`src/rtl/fetch_unit_pkg.sv`:
```
// -----------------------------------------------------------------------------
// fetch_unit_pkg
// Shared definitions for the instruction fetch unit:
//   INST_WIDTH        - instruction word width
//   PC_STEP           - byte distance between consecutive instructions
//   DEFAULT_RESET_PC  - default address of the first fetch after reset
//   COUNT_MAX         - saturation value of the optional perf counters
//   fetch_state_t     - FSM encoding (RUN / HOLD / DONE)
//   align_pc()        - clears the sub-word bits of a redirect target
//   sat_inc()         - saturating 32-bit increment
// -----------------------------------------------------------------------------
package fetch_unit_pkg;

    localparam int unsigned INST_WIDTH       = 32;
    localparam logic [31:0] PC_STEP          = 32'd4;
    localparam logic [31:0] DEFAULT_RESET_PC = 32'h0000_0000;
    localparam logic [31:0] COUNT_MAX        = 32'hFFFF_FFFF;

    typedef enum logic [1:0] {
        RUN  = 2'd0,  // fetching whenever the output register can accept
        HOLD = 2'd1,  // output register full and decode not accepting
        DONE = 2'd2   // program end reached, draining the last instruction
    } fetch_state_t;

    // Redirect targets are forced onto an instruction boundary.
    function automatic logic [31:0] align_pc(input logic [31:0] addr);
        return addr & ~(PC_STEP - 32'd1);
    endfunction

    function automatic logic [31:0] sat_inc(input logic [31:0] value);
        return (value == COUNT_MAX) ? value : value + 32'd1;
    endfunction

endpackage

```
`src/rtl/pc_reg.sv`:
```
// -----------------------------------------------------------------------------
// pc_reg
// Program counter register with increment, redirect and hold mux.
// Ports:
//   clk            - clock, rising edge
//   rst_n          - synchronous active-low reset, loads RESET_PC
//   redirect       - load the aligned redirect_addr (wins over advance)
//   redirect_addr  - redirect target, low bits ignored
//   advance        - step the PC by PC_STEP
//   pc             - current PC
//   pc_plus        - pc + PC_STEP, modulo 2^32
// With neither redirect nor advance the PC holds.
// -----------------------------------------------------------------------------
module pc_reg
    import fetch_unit_pkg::*;
#(
    parameter logic [31:0] RESET_PC = DEFAULT_RESET_PC
) (
    input  logic        clk,
    input  logic        rst_n,
    input  logic        redirect,
    input  logic [31:0] redirect_addr,
    input  logic        advance,
    output logic [31:0] pc,
    output logic [31:0] pc_plus
);

    // 32-bit addition drops the carry, so 32'hFFFFFFFC steps to 32'h00000000.
    assign pc_plus = pc + PC_STEP;

    // NOTE: sequential state is written with non-blocking assignments so every
    // register samples pre-edge values regardless of process ordering.
    always_ff @(posedge clk) begin
        if (!rst_n) begin
            pc <= RESET_PC;
        end else if (redirect) begin
            pc <= align_pc(redirect_addr);
        end else if (advance) begin
            pc <= pc_plus;
        end
    end

endmodule

```
`src/rtl/fetch_unit.sv`:
```
// -----------------------------------------------------------------------------
// fetch_unit
// Instruction fetch stage: drives the instruction memory address from the PC,
// captures the returned word into an output register and hands it to decode
// with a valid/ready handshake. Fetching stops once the PC reaches PROG_END;
// a branch redirect flushes the output register and restarts fetching.
//
// Parameters:
//   RESET_PC  - address of the first fetch after reset
//   PROG_END  - first address past the program
// Ports:
//   clk            - clock, rising edge
//   rst_n          - synchronous active-low reset
//   Freeze         - hazard stall, holds PC, state and outputs
//   BranchTaken    - redirect request from a later stage
//   BranchAddr     - redirect target
//   Address        - instruction memory address (the PC)
//   Instruction    - instruction memory read data for Address
//   IF_Valid       - IF_Instruction / IF_PC hold a live instruction
//   ID_Ready       - decode accepts; transfer when IF_Valid && ID_Ready
//   IF_Instruction - registered fetched instruction
//   IF_PC          - registered address of that instruction plus 4
//   Done           - high in state DONE
// Optional build macro FETCH_PERF_EN adds:
//   FetchCount     - completed transfers, saturating
//   StallCount     - cycles in HOLD or with Freeze high, saturating
// Priority: reset > BranchTaken > Freeze > handshake/advance.
// -----------------------------------------------------------------------------
module fetch_unit
    import fetch_unit_pkg::*;
#(
    parameter logic [31:0] RESET_PC = DEFAULT_RESET_PC,
    parameter logic [31:0] PROG_END = 32'h0000_001C
) (
    input  logic                  clk,
    input  logic                  rst_n,
    input  logic                  Freeze,
    input  logic                  BranchTaken,
    input  logic [31:0]           BranchAddr,
    output logic [31:0]           Address,
    input  logic [INST_WIDTH-1:0] Instruction,
    output logic                  IF_Valid,
    input  logic                  ID_Ready,
    output logic [INST_WIDTH-1:0] IF_Instruction,
    output logic [31:0]           IF_PC,
    output logic                  Done
`ifdef FETCH_PERF_EN
    ,
    output logic [31:0]           FetchCount,
    output logic [31:0]           StallCount
`endif
);

    fetch_state_t state;
    fetch_state_t state_next;

    logic [31:0] pc;
    logic [31:0] pc_plus;
    logic        load;         // capture Instruction and advance the PC
    logic        clear_valid;  // drop the output register contents
    logic        transfer;     // decode takes the current output this cycle

    assign transfer = IF_Valid && ID_Ready;

    pc_reg #(
        .RESET_PC (RESET_PC)
    ) u_pc_reg (
        .clk           (clk),
        .rst_n         (rst_n),
        .redirect      (BranchTaken),
        .redirect_addr (BranchAddr),
        .advance       (load),
        .pc            (pc),
        .pc_plus       (pc_plus)
    );

    assign Address = pc;

    always_ff @(posedge clk) begin
        if (!rst_n) begin
            state <= RUN;
        end else begin
            state <= state_next;
        end
    end

    // NOTE: every signal driven here gets a default before any branch, so no
    // path leaves one unassigned and no latch is inferred.
    always_comb begin
        state_next  = state;
        load        = 1'b0;
        clear_valid = 1'b0;
        Done        = (state == DONE);

        if (BranchTaken) begin
            // Flush: the word at the old PC is never captured.
            state_next  = RUN;
            clear_valid = 1'b1;
        end else if (!Freeze) begin
            unique case (state)
                RUN, HOLD: begin
                    // In HOLD IF_Valid is always set, so the same test covers
                    // both waiting for ID_Ready and the cycle it rises.
                    if (!IF_Valid || ID_Ready) begin
                        load       = 1'b1;
                        state_next = (pc_plus == PROG_END) ? DONE : RUN;
                    end else begin
                        state_next = HOLD;
                    end
                end
                DONE: begin
                    if (transfer) begin
                        clear_valid = 1'b1;
                    end
                end
                default: begin
                    state_next = RUN;
                end
            endcase
        end
    end

    // NOTE: the output register is reset explicitly because its contents are
    // visible at the ports; the bare data fields would otherwise power up as X.
    always_ff @(posedge clk) begin
        if (!rst_n) begin
            IF_Valid       <= 1'b0;
            IF_Instruction <= '0;
            IF_PC          <= '0;
        end else if (clear_valid) begin
            IF_Valid <= 1'b0;
        end else if (load) begin
            IF_Valid       <= 1'b1;
            IF_Instruction <= Instruction;
            IF_PC          <= pc_plus;
        end
    end

`ifdef FETCH_PERF_EN
    // A transfer completes only when the output register actually drains:
    // a frozen or flushed cycle re-presents or discards the word instead.
    logic fetch_event;
    logic stall_event;

    assign fetch_event = transfer && !Freeze && !BranchTaken;
    assign stall_event = (state == HOLD) || Freeze;

    always_ff @(posedge clk) begin
        if (!rst_n) begin
            FetchCount <= '0;
            StallCount <= '0;
        end else begin
            if (fetch_event) begin
                FetchCount <= sat_inc(FetchCount);
            end
            if (stall_event) begin
                StallCount <= sat_inc(StallCount);
            end
        end
    end
`endif

endmodule

```
`config.mk`:
```
export PLATFORM = sky130hd
export DESIGN_NAME = fetch_unit
export DESIGN_NICKNAME = d
export VERILOG_FILES = /design/src/rtl/fetch_unit_pkg.sv /design/src/rtl/pc_reg.sv /design/src/rtl/fetch_unit.sv
export SDC_FILE = /design/constraint.sdc
export NUM_CORES = 1
export LEC_CHECK = 0
export ABC_AREA = 1
export CAP_MARGIN = 30
export CORE_ASPECT_RATIO = 0.5
export CORE_UTILIZATION = 45
export DETAILED_ROUTE_END_ITERATION = 16
export GPL_ROUTABILITY_DRIVEN = 0
export PLACE_DENSITY_LB_ADDON = 0.05
export SETUP_SLACK_MARGIN = 0.2
export SLEW_MARGIN = 10
export SYNTH_ARGS = -nofsm -noshare
export SYNTH_HDL_FRONTEND = slang
export SYNTH_SLANG_ARGS = --single-unit
```
`constraint.sdc`:
```
create_clock -name clk -period 2.35 [get_ports clk]
set_input_delay 0.705 -clock clk [delete_from_list [all_inputs] [get_ports clk]]
set_output_delay 0.705 -clock clk [all_outputs]
set_load 0.05 [all_outputs]
```
==> results of run 1 <==
## final timing paths
path	from	to	slack, ps	depth (start not counted)
hold / removal	IF_PC[6]	IF_PC[6]	460	2
hold reg to reg	IF_PC[6]	IF_PC[6]	460	2
setup reg to reg	u_pc_reg.pc[7]	state[1]	300	12
setup / recovery	u_pc_reg.pc[14]	Address[14]	290	1
## repair_timing
action	in CTS	in global routing
endpoints found under the setup margin	76	1
hold buffers	0	0
gates resized for setup	76	6
pin swaps	0	1
## cell type report
cell class / count / area (um2)
Fill cell: 900 / 3150
Tap cell: 135 / 169
Clock buffer: 12 / 236
Inverter: 56 / 210
Sequential cell: 95 / 1910
Timing Repair Buffer: 176 / 1610
Clock inverter: 3 / 21.3
Multi-Input combinational cell: 521 / 2330
## kinds of logic after synthesis
family | Yosys count | share of synthesized area (%)
buf+inv | 89 | 7.74
xor+xnor | 4 | 0.769
simple gates | 432 | 39.4
other cells | 1 | 0.0822
flops | 95 | 41.7
fa+ha+maj | 2 | 0.549
compound gates | 79 | 9.71
## cell usage after synthesis (5+ instances only)
cell type and count:
clkbuf_1 26, nor2_1 107, a31oi_1 30, a21oi_1 10
nand3_1 23, nand4_1 5, nand2_1 262, o21ai_0 34
inv_1 55, nand3b_1 10, nor2_2 5, nand2_2 6
dfxtp_1 95
## power breakdown
part	switching, mW	leakage [nW]	total (mW)	internal [mW]
clock	0.611	0.123	1.32	0.713
combinational	0.541	2.32	0.821	0.280
sequential	0.0711	0.780	1.76	1.69
total	1.22	3.22	3.91	2.69
## layout by cell type, fill, tap and decap left out
cell | netlist | layout
and2_1 | 2 | 2
o21bai_1 | 1 | 1
or2_1 | 1 | 1
conb_1 | 1 | 4
nand2_2 | 6 | 6
a221oi_1 | 1 | 1
buf_2 | 3 | 1
a31oi_1 | 30 | 30
inv_1 | 55 | 54
a21oi_2 | 1 | 1
dfxtp_2 | 0 | 3
xor2_1 | 2 | 2
ha_2 | 0 | 1
clkinv_2 | 0 | 1
o21ai_1 | 2 | 2
nand4_1 | 5 | 5
nor2_1 | 107 | 104
nor2_4 | 4 | 5
clkbuf_1 | 26 | 3
clkinv_4 | 0 | 1
a21oi_1 | 10 | 10
buf_4 | 4 | 31
ha_1 | 2 | 1
dlygate4sd2_1 | 0 | 76
nor3_1 | 3 | 3
buf_12 | 0 | 3
clkdlybuf4s50_1 | 0 | 65
clkinvlp_4 | 0 | 1
nor2_8 | 1 | 1
o21ai_0 | 34 | 34
nand2_4 | 1 | 1
nand3_1 | 23 | 23
inv_2 | 1 | 2
dfxtp_1 | 95 | 92
xnor2_1 | 2 | 2
nor2_2 | 5 | 7
nand2_1 | 262 | 262
or2_2 | 2 | 2
clkbuf_16 | 0 | 9
nand3b_1 | 10 | 10
## routing by layer
| layer | share of wire, % | track usage [%] | up-vias |
|---|---|---|---|
| li1 | - | - | 2511 |
| met1 | 46 | 32.6 | 2217 |
| met2 | 44 | 40.2 | 163 |
| met3 | 9.7 | 10.2 | 8 |
| met4 | 0.56 | 4.91 | 0 |
| met5 | 0 | 0 | - |
## tightest hold or removal path, stage by stage (launching register included)
cell and delay (ps):
dfxtp_1 310, nand2_1 60, a21oi_1 50
## stage by stage
| step | total power, mW | instances | area [um2] |
|---|---|---|---|
| final | 3.91 | 998 | 6490 |
| after CTS | 3.93 | 998 | 6480 |
| after global routing | 4.08 | 998 | 6490 |
| after detailed placement | 2.66 | 983 | 6310 |
| after global placement | 2.66 | 983 | 6310 |
| after floorplan | 2.31 | 705 | 4570 |
==> impl_metrics.env, run 1 <==
export IMPL_wl_per_cell_um=13.2
export IMPL_critPathSlowestCell="dlygate4sd2_1"
export IMPL_grt_use_total_pct=25.3
export IMPL_end_kind="primary output"
export IMPL_fp_dieH_um=73.2
export IMPL_cp_arrival_ps=1360
export IMPL_setup_slack_ps=288
export IMPL_drtIter0Drc=314
export IMPL_ys_ff_latch=95
export IMPL_cp_num_buf_inv=1
export IMPL_cp_max_fo=6
export IMPL_ys_types=31
export IMPL_cts_tree="built"
export IMPL_cp_start_kind="flop"
export IMPL_utilization_pct=67.3
export IMPL_tightestPinTransition_ps=539
export IMPL_viasPerCell=4.91
export IMPL_nets=930
export IMPL_grt_pass1_vias=4267
export IMPL_num_rows=25
export IMPL_dr_pass1_iters=5
export IMPL_worstPathRequired_ps=1640
export IMPL_drc=0
export IMPL_cp_top_family="buffers and inverters"
export IMPL_grt_pass1_wl_um=20600
export IMPL_hold_ws_ps=465
export IMPL_initial_core_util_pct=47.3
export IMPL_critPathKind="flop to primary output"
export IMPL_cts_sinks=95
export IMPL_outcome="completed"
export IMPL_ys_flop_type="dfxtp_1"
export IMPL_syn_cell_area_mm2=0.00456
export IMPL_timing_fmax_ghz=0.485
export IMPL_largest_reg_flops=32
export IMPL_netlist_instances=702
export IMPL_hp_class="flop to flop"
export IMPL_drive_gt1_share_pct=8.81
export IMPL_yosys_top_cells_area="dfxtp_1, nand2_1, nor2_1"
export IMPL_setup_tns_ps=0
export IMPL_drv_slew=0
export IMPL_antenna_left=0
export IMPL_slew_headroom_pct=64.2
export IMPL_core_area_mm2=0.00963
export IMPL_ir_drop_uv=373
export IMPL_synth_top_cell_area_share_pct=41.7
export IMPL_overflow=0
export IMPL_cp_slowest_stage_delay_ps=570
export IMPL_yosysTopAreaCell="dfxtp_1"
export IMPL_path_clk_slew_ps=60
export IMPL_maxCapViolations=0
export IMPL_n_antenna_cell=0
export IMPL_cts_root_buf="clkbuf_16"
export IMPL_avgSynthCellArea_um2=6.49
export IMPL_rsz0062_at_grt="false"
export IMPL_clk_latency_ps=340
export IMPL_die_area_mm2=0.0106
export IMPL_die_width_um=144
export IMPL_hold_violations=0
export IMPL_numCtsBuffers=9
export IMPL_syn2layout_area_growth_pct=42.3
export IMPL_post_cts_buffers=0
export IMPL_pin_count=167
export IMPL_fin_crit_sh_pct=87.7
export IMPL_num_vias=4899
export IMPL_ys_seq_area_share_pct=41.7
export IMPL_period_needed_ps=2060
export IMPL_p_leak_nw=3.22
export IMPL_hpwl_um=9880
export IMPL_p_per_area_mw_per_mm2=603
export IMPL_setup_viol_count_final=0
export IMPL_finalWirelength_um=13100
export IMPL_antenna_found_initial=0
export IMPL_htree_levels=3
export IMPL_pre_cts_ws_ps=41.2
export IMPL_cts_buffer_depth=2
export IMPL_grt_start_max_net_pins=40
export IMPL_ys_warnings_count=0
export IMPL_async_flop_share_pct=0
export IMPL_crit_chain="dlygate4sd2_1"
export IMPL_skew_ps=5.06
export IMPL_placement_io_buffers=160
export IMPL_synth_enable_flop_cells=0
Note: power is estimated with default switching activity, not from simulation.
==> run 2, diff against run 1 <==
- CTS_CLUSTER_SIZE: not set -> 14
- GPL_ROUTABILITY_DRIVEN: 0 -> 1
==> impl_metrics.env, run 2 (synthesis gave the netlist of run 1 again) <==
export IMPL_cts_sinks=95
export IMPL_setup_tns_ps=0
export IMPL_drc=0
export IMPL_utilization_pct=68.0
export IMPL_grt_pass1_wl_um=21800
export IMPL_dr_pass1_iters=4
export IMPL_drive_gt1_share_pct=9.49
export IMPL_antenna_found_initial=0
export IMPL_viasPerCell=4.87
export IMPL_drv_slew=0
export IMPL_die_width_um=144
export IMPL_grt_use_total_pct=26.7
export IMPL_cts_buffer_depth=2
export IMPL_syn2layout_area_growth_pct=43.7
export IMPL_cts_tree="built"
export IMPL_period_needed_ps=2080
export IMPL_fp_dieH_um=73.2
export IMPL_worstPathRequired_ps=1640
export IMPL_end_kind="primary output"
export IMPL_critPathKind="flop to primary output"
export IMPL_tightestPinTransition_ps=534
export IMPL_outcome="completed"
export IMPL_final_common_cell="nand2_1"
export IMPL_wl_per_cell_um=13.4
export IMPL_num_vias=4863
export IMPL_hpwl_um=9930
export IMPL_clk_latency_ps=350
export IMPL_slew_headroom_pct=64.6
export IMPL_largest_reg_flops=32
export IMPL_pin_count=167
export IMPL_core_area_mm2=0.00963
export IMPL_crit_chain="dlygate4sd2_1"
export IMPL_initial_core_util_pct=47.3
export IMPL_maxCapViolations=0
export IMPL_post_cts_buffers=0
export IMPL_p_per_area_mw_per_mm2=644
export IMPL_n_antenna_cell=0
export IMPL_timing_fmax_ghz=0.481
export IMPL_cp_num_buf_inv=1
export IMPL_placement_io_buffers=160
export IMPL_cp_max_fo=6
export IMPL_critPathSlowestCell="dlygate4sd2_1"
export IMPL_finalWirelength_um=13400
export IMPL_cp_top_family="buffers and inverters"
export IMPL_p_leak_nw=3.26
export IMPL_drtIter0Drc=348
export IMPL_routabilityCongestion=0.947
export IMPL_ir_drop_uv=358
export IMPL_grt_pass1_vias=4441
export IMPL_fin_crit_sh_pct=88.5
export IMPL_place_area_mm2=0.00630
export IMPL_num_rows=25
export IMPL_die_area_mm2=0.0106
export IMPL_setup_viol_count_final=0
export IMPL_grt_start_max_net_pins=36
export IMPL_numCtsBuffers=9
export IMPL_skew_ps=6.41
export IMPL_stdcell_area_mm2=0.00655
export IMPL_rsz0062_at_grt="false"
export IMPL_antenna_left=0
export IMPL_htree_levels=3
export IMPL_path_clk_slew_ps=70
export IMPL_overflow=0
export IMPL_nets=930
export IMPL_hp_class="flop to flop"
export IMPL_mostFrequentLayoutCells="nand2_1, nor2_1, dfxtp_1, dlygate4sd2_1, clkdlybuf4s50_1"
export IMPL_hold_violations=0
export IMPL_cp_arrival_ps=1370
export IMPL_cts_root_buf="clkbuf_16"
export IMPL_cp_start_kind="flop"
export IMPL_cp_slowest_stage_delay_ps=570
-- run 2: cell count changes in the layout (fill, tap and decap cells not counted) --
cell / before / now
nor2_2: 7 / 8
dfxtp_2: 3 / 4
o21ai_1: 2 / 3
o21ai_0: 34 / 33
nor2_1: 104 / 103
bufinv_16: 0 / 2
inv_6: 0 / 2
clkbuf_1: 3 / 0
clkbuf_8: 0 / 1
clkinv_4: 1 / 0
buf_12: 3 / 2
dfxtp_1: 92 / 91
buf_4: 31 / 32
-- run 2: power breakdown --
part	internal, mW	switching, mW
clock	0.968	0.663
sequential	1.69	0.0743
combinational	0.277	0.540
total	2.94	1.28
-- run 2: what timing repair did --
action | in CTS | in global routing
resized for setup | 76 | 9
pin swaps | 0 | 0
setup endpoints to repair | 76 | 1
hold buffers | 0 | 0
-- run 2: final cells by class --
type	count	area, um2
Fill cell	904	3080
Sequential cell	95	1910
Tap cell	135	169
Clock buffer	10	239
Inverter	56	210
Timing Repair Buffer	176	1600
Multi-Input combinational cell	521	2330
Clock inverter	6	90.1
-- run 2: worst paths after layout --
path / startpoint / end / slack [ps] / cells after the start
worst max register to register: u_pc_reg.pc[2] / state[1] / 400 / 13
worst min-delay path: state[0] / state[0] / 470 / 2
worst min register to register: state[0] / state[0] / 470 / 2
worst max-delay path: u_pc_reg.pc[14] / Address[14] / 270 / 1
-- run 2: metal layers --
metal  vias up  share of wire (%)  GRT usage, %
li1       2510                  -             -
met1      2186                 47          35.5
met2       153                 43          40.9
met3        14                9.4          10.4
met4         0               0.92          5.73
met5         -                  0             0
-- run 2: metrics by stage --
step | worst slack [ps] | std cells | hold WS, ps | total power, mW
floorplan | 215 | 705 | 437 | 2.31
global placement | 61.1 | 983 | 447 | 2.66
detailed placement | 42.9 | 983 | 455 | 2.66
CTS | 265 | 999 | 466 | 4.23
global route | 190 | 999 | 486 | 4.37
finish | 271 | 999 | 467 | 4.22
==> run 3, diff against run 2 <==
- CAP_MARGIN: 30 -> 0
==> results of run 3 <==
The final DEF is identical to that of run 2; final timing and power are the same.
